--- src/rtl/stream_demux_1_n.sv ---
// One-to-N stream demultiplexer with one output register per channel.
// Routing is either addressed by in_sel or round-robin via rr_ptr.

module demux_lane #(
    parameter int DW = 8
) (
    input  logic          clk,
    input  logic          rst_n,
    input  logic          load,
    input  logic          ready,
    input  logic [DW-1:0] din,
    output logic          valid,
    output logic [DW-1:0] data
);
    // A load wins over a drain, so a simultaneous drain and load keeps valid high.
    always_ff @(posedge clk or negedge rst_n) begin
        if (!rst_n) begin
            valid <= 1'b0;
            data  <= '0;
        end else begin
            if (load)
                valid <= 1'b1;
            else if (ready)
                valid <= 1'b0;
            if (load)
                data <= din;
        end
    end
endmodule

module stream_demux_1_n #(
    parameter int N  = 16,
    parameter int DW = 8,
    parameter int SW = 4
) (
    input  logic            clk,
    input  logic            rst_n,
    input  logic            mode,
    input  logic            in_valid,
    output logic            in_ready,
    input  logic [DW-1:0]   in_data,
    input  logic [SW-1:0]   in_sel,
    output logic [N-1:0]    out_valid,
    input  logic [N-1:0]    out_ready,
    output logic [N*DW-1:0] out_data,
    output logic [SW-1:0]   rr_ptr,
    output logic            drop_err
);
    logic [SW-1:0] target;
    logic          in_range;
    logic [N-1:0]  hit;
    logic [N-1:0]  load;
    logic          xfer;

    assign target   = mode ? rr_ptr : in_sel;
    assign in_range = 32'(target) < N;

    // Out-of-range targets are always accepted so they can be discarded.
    assign in_ready = ~in_range | (|(hit & (~out_valid | out_ready)));
    assign xfer     = in_valid & in_ready;
    assign load     = hit & {N{xfer}};

    for (genvar k = 0; k < N; k++) begin : g_lane
        assign hit[k] = (32'(target) == k);

        demux_lane #(.DW(DW)) u_lane (
            .clk   (clk),
            .rst_n (rst_n),
            .load  (load[k]),
            .ready (out_ready[k]),
            .din   (in_data),
            .valid (out_valid[k]),
            .data  (out_data[k*DW +: DW])
        );
    end

    always_ff @(posedge clk or negedge rst_n) begin
        if (!rst_n) begin
            rr_ptr   <= '0;
            drop_err <= 1'b0;
        end else begin
            drop_err <= xfer & ~in_range;
            if (xfer && mode)
                rr_ptr <= (32'(rr_ptr) == N - 1) ? '0 : rr_ptr + SW'(1);
        end
    end
endmodule
--- config.mk ---
export PLATFORM = sky130hd
export DESIGN_NAME = stream_demux_1_n
export DESIGN_NICKNAME = d
export VERILOG_FILES = /design/src/rtl/stream_demux_1_n.sv
export SDC_FILE = /design/constraint.sdc
export NUM_CORES = 1
export LEC_CHECK = 0
export CAP_MARGIN = 20
export CORE_ASPECT_RATIO = 2
export CORE_MARGIN = 1
export CORE_UTILIZATION = 45
export CTS_CLUSTER_DIAMETER = 120
export DETAILED_ROUTE_END_ITERATION = 8
export DONT_BUFFER_PORTS = 1
export HOLD_SLACK_MARGIN = 0.1
export PLACE_DENSITY_LB_ADDON = 0.1
export SLEW_MARGIN = 10
export SYNTH_ARGS = -nofsm -noshare
export SYNTH_HDL_FRONTEND = slang
export SYNTH_SLANG_ARGS = --single-unit
--- constraint.sdc ---
create_clock -name clk -period 7.9 [get_ports clk]
set_input_delay 2.37 -clock clk [delete_from_list [all_inputs] [get_ports clk]]
set_output_delay 2.37 -clock clk [all_outputs]
set_load 0.05 [all_outputs]
* Word level (Yosys, flattened, before mapping)
Index checks and enable logic that the tools add are counted.
** Storage, ports and cells
- Register bits after elaboration :: 148
- Bits of input ports :: 32
- Output and inout bits :: 150
- Word-level logic and storage cells :: 108
** Cells by class
- Add/subtract/negate cells :: 1
- Equal/unequal tests :: 16
- Muxes and demuxes :: 34
- Bitwise logic cells :: 5
- Reductions and logical operators :: 19
** Operators with widths (count)
- 4-bit == test (second input constant) :: 9
- 16-bit AND :: 2
- 1-bit 2-to-1 mux :: 32
- 2-bit nonzero test :: 16
- 4-bit by 3-bit == test with 1-bit output (second input constant) :: 4
- 16-bit NOT :: 1
- 16-bit bitwise OR :: 1
- 16-bit OR reduction :: 1
- 4-bit by 2-bit == test with 1-bit output (second input constant) :: 2
- 4-bit 2-to-1 mux :: 2
- 4-bit by 1-bit adder with 4-bit output (second input constant) :: 1
- 4-bit by 1-bit == test with 1-bit output (second input constant) :: 1
- 4-bit logical NOT :: 1
- 1-bit AND :: 1
- 1-bit logical AND :: 1

* Depth between registers and ports, before layout
- Depth after elaboration :: 7
- Mapped depth :: 9
- Gate-level depth less buffers :: 6

* Cells and area by module
A second synthesis with hierarchy kept.
** Unflattened totals
- Cell total of the unflattened synthesis :: 440
- Area total of the unflattened synthesis :: 6865.3 sq um
** Modules (own cells, without submodules)
- demux_lane :: times used 16, cells each 20, area each 369.1 sq um, sequential area each 225.2 sq um
- stream_demux_1_n :: times used 1, cells each 120, area each 959.7 sq um, sequential area each 100.1 sq um

* Worst setup path before layout
Ideal clock, no wire load.
- Kind :: input to output
- Start :: input port mode
- End :: output port in_ready
- Arrival time :: 3.926 ns
- Data required time :: 5.530 ns
- Path slack :: 1.604 ns
- Stages on the path :: 8
- Path buffers :: 3
- Cells stage by stage :: buf_6 -> buf_6 -> nand3b_1 -> a21oi_1 -> a2111o_1 -> a22oi_2 -> buf_6 -> nand2_1
** On the way
- Word-level cells in the longest chain between the ends :: 4
- Elaborated cells between the ends (all ways) :: 19
- Classes of those cells :: 15 x eq/ne; 1 x mux; 1 x bitwise; 2 x reduce/logical
** Ends and longest elaborated chain
- from (decl) :: line 38 : input logic mode,
- 4-bit 2-to-1 mux (*) :: line 55 : assign target = mode ? rr_ptr : in_sel;
- 4-bit by 1-bit == test with 1-bit output (tied with other cells) :: line 64 : assign hit[k] = (32'(target) == k);
- 16-bit AND (*) :: line 59 : assign in_ready = ~in_range | (|(hit & (~out_valid | out_ready)));
- 16-bit OR reduction (*) :: line 59
- to (decl) :: line 40 : output logic in_ready,
Every way passes the cells marked *; elsewhere a longest branch is shown, timed or not.

* Final worst setup path
Same ends and word-level chain as after synthesis.

==> impl_metrics.json <==
{
  "sequential_share_of_the_synthesized_area": 0.5718,
  "distinct_cell_type_count_of_the_synthesized_netlist": 37,
  "track_usage": 0.2155,
  "final_max_slew_viol_count": 0,
  "worst-path-max-fanout": 20,
  "cts-root-to-sink-buffers": 2,
  "primary_flip_flop_cell_chosen_by_synthesis_mapping": "dfrtp_1",
  "synth-seq-cells": 148,
  "hp-class": "reg -> reg",
  "routedWlPerCell_um": 24.54,
  "synth-warning-count": 0,
  "drt_first_iter_violations": 153,
  "die_width_um": 86.84,
  "nFillCells": 1192,
  "rsz0062_at_grt": "false",
  "cts_setup_buffers": 0,
  "core_area_um2": 13970,
  "path_class": "in -> out",
  "grt_use_met1": 0.2416,
  "crit_path_start_kind": "input pin",
  "post_synthesis_cell_count": 437,
  "maximum_number_of_pins_on_one_net_before_global_route_repair": 149,
  "cts_inserted_buffers": 17,
  "area_delta_synth_final_pct": 8.963,
  "die-height_um": 171.7,
  "synth_area_um2": 6477,
  "via_count": 3422,
  "rr_endpoint": "g_lane[2].u_lane.data[7]",
  "final_cell_mix": "dfrtp_1 (148), mux2_2 (94), mux2_4 (32)",
  "number_of_gates_given_a_new_drive_strength_after_cts": 0,
  "timing.slew.headroom": 0.5126,
  "status": "complete, no violations",
  "drive_gt1_frac": 0.4495,
  "worst_hold_path.num_cells": 1,
  "reg_to_reg_setup_timing_slack_ps": 4910,
  "fin_tns_setup_ps": 0,
  "place_worst_setup_slack_ps": 1330,
  "fin_ws_ps": 1333,
  "fmaxAchievable_mhz": 152.3,
  "place.port_buffers": 0,
  "fin_crit_sh": 0.8312,
  "setup_viol_count_final": 0,
  "min_from": "g_lane[0].u_lane.data[1]",
  "root_buffer": "clkbuf_16",
  "wirelength_um": 15340,
  "ys_async_rst_share": 1.000,
  "grt_first_pass_wirelength_um": 23140,
  "worst_ep_required_time_ps": 5530,
  "grt_overflow": 0,
  "whs_endpoint": "g_lane[0].u_lane.data[1]",
  "final_estimated_routing_congestion_in_global_placement": 0.8553,
  "initial_utilization": 0.4638,
  "period_needed_ps": 6567,
  "end_kind": "primary output",
  "routed_via_density": 5.475,
  "initial_antenna_violation_count": 0,
  "mappedNetlistNets": 470,
  "net_total_in_the_final_layout": 456,
  "clock_insertion_delay_worst_skew_ps": 420,
  "post-synth-top-area-fraction": 0.5718,
  "cp_data_arrival_time_ps": 4200,
  "detailedRoute.firstPassIterationCount": 4,
  "cts.sink_count": 148,
  "floorplan.io_pins": 182,
  "worst-r2r-cell-count": 7,
  "synth.largest_area_cell": "dfrtp_1",
  "placement_rows": 61,
  "cap_viol_max_count": 0,
  "cts_hold_buffers": 0,
  "layout.cells.most_common": "dfrtp_1",
  "critical_path.cell_chain": "nand3b_1 -> a21oi_1 -> a2111o_1 -> a22oi_2 -> buf_4 -> nand2_1",
  "finalClockSkew_ps": 10.10,
  "via_count_of_the_first_global_routing_pass": 3680,
  "critical-path-max-stage-delay_ps": 470,
  "layout.area.seq_um2": 3704,
  "post_synth_main_area_contributors": "dfrtp_1 (57%), mux2_2 (16%), mux2_4 (7.4%)",
  "syn_area_per_cell_um2": 14.82,
  "fp.dieArea_um2": 14910,
  "final_hold_viol_count": 0,
  "postRouteAntennaNets": 0,
  "groute.layer.met3.usage": 0.06574,
  "cts.reportedPaths.clkPinSlew_ps": 60,
  "groute.layer.met2.usage": 0.3838,
  "post-route-drc-count": 0,
  "worst-slew-pin-transition_ps": 731.1,
  "dp.final_hpwl_um": 10780,
  "cts.htree.levels": 4,
  "multi_input_comb_area_um2": 2517,
  "critical_path.slowest_cell": "buf_4",
  "antenna-diode-count": 0,
  "clock_tree_from_tritoncts": "done",
  "synth_edf_count": 0,
  "top_usage_layer": "met2",
  "reg2reg_from": "rr_ptr[1]"
}
## area by class of cell
| cell class | instances | area share |
|---|---|---|
| inverter | 2 | 0.001064 |
| multi-input combinational | 253 | 0.3567 |
| timing repair buffer | 1 | 0.001064 |
| clock buffer | 18 | 0.06080 |
| clock inverter | 14 | 0.02216 |
| tap | 189 | 0.03350 |
| sequential | 148 | 0.5247 |
## cell usage after synthesis, types with 2 or more instances
master / instances
mux2_1: 4
nand3b_1: 5
a21oi_1: 16
nand2_1: 10
dfrtp_1: 148
inv_1: 2
or3b_1: 2
clkbuf_1: 11
mux2_2: 94
a21oi_4: 16
buf_4: 17
a2111o_1: 2
o21ai_1: 3
buf_6: 4
nand3_1: 20
nand2b_1: 2
or2_2: 14
o21ai_0: 2
nor2b_1: 14
or3b_4: 2
mux2_4: 32
a21o_1: 2
## worst max-delay path: cells and delay by family
kind / cells / cell delay, ps
AOI/OAI and AO/OA: 3 / 690
and+or+nand+nor: 2 / 650
buffers and inverters: 1 / 470
## per-layer routing
layer	share of wire	routed length [um]
met4	0.017	261
met1	0.37	5669
met3	0.065	996
met2	0.55	8410
met5	0	0
## kinds of logic after synthesis
group / synth area share
flip-flops: 0.5718
AND/OR/NAND/NOR: 0.06722
multiplexers: 0.2445
other: 0.0005789
XOR/XNOR: 0.001352
adder cells (fa/ha/maj): 0.001931
AO/OA/AOI/OAI: 0.07302
buffers and inverters: 0.03960
## worst max path at each step
stage          slack [ps]  cells past startpoint  start       end
6_report             1330                      6   mode  in_ready
2_1_floorplan        1600                      8   mode  in_ready
3_5_place_dp         1330                      6   mode  in_ready
3_3_place_gp         1390                      6   mode  in_ready
4_1_cts              1330                      6   mode  in_ready
5_1_grt              1280                      6   mode  in_ready
## metrics by stage
step           area (um^2)  hold WS (ps)  utilization  instances
2_1_floorplan         6477         473.1            -        437
3_3_place_gp          6472         840.1       0.4634        593
3_5_place_dp          6472         844.5       0.4634        593
4_1_cts               7058         858.7       0.5053        625
5_1_grt               7058         873.1       0.5053        625
6_report              7058         856.6       0.5053        625
## sequential cells by signal (all words and copies together), names as in the netlist
name,count
rr_ptr,4
g_lane.u_lane.valid,16
g_lane.u_lane.data,128
Power is left out: the tool's default activity adds up to more than one toggle a clock period on the data nets, which glitch-free logic cannot reach.
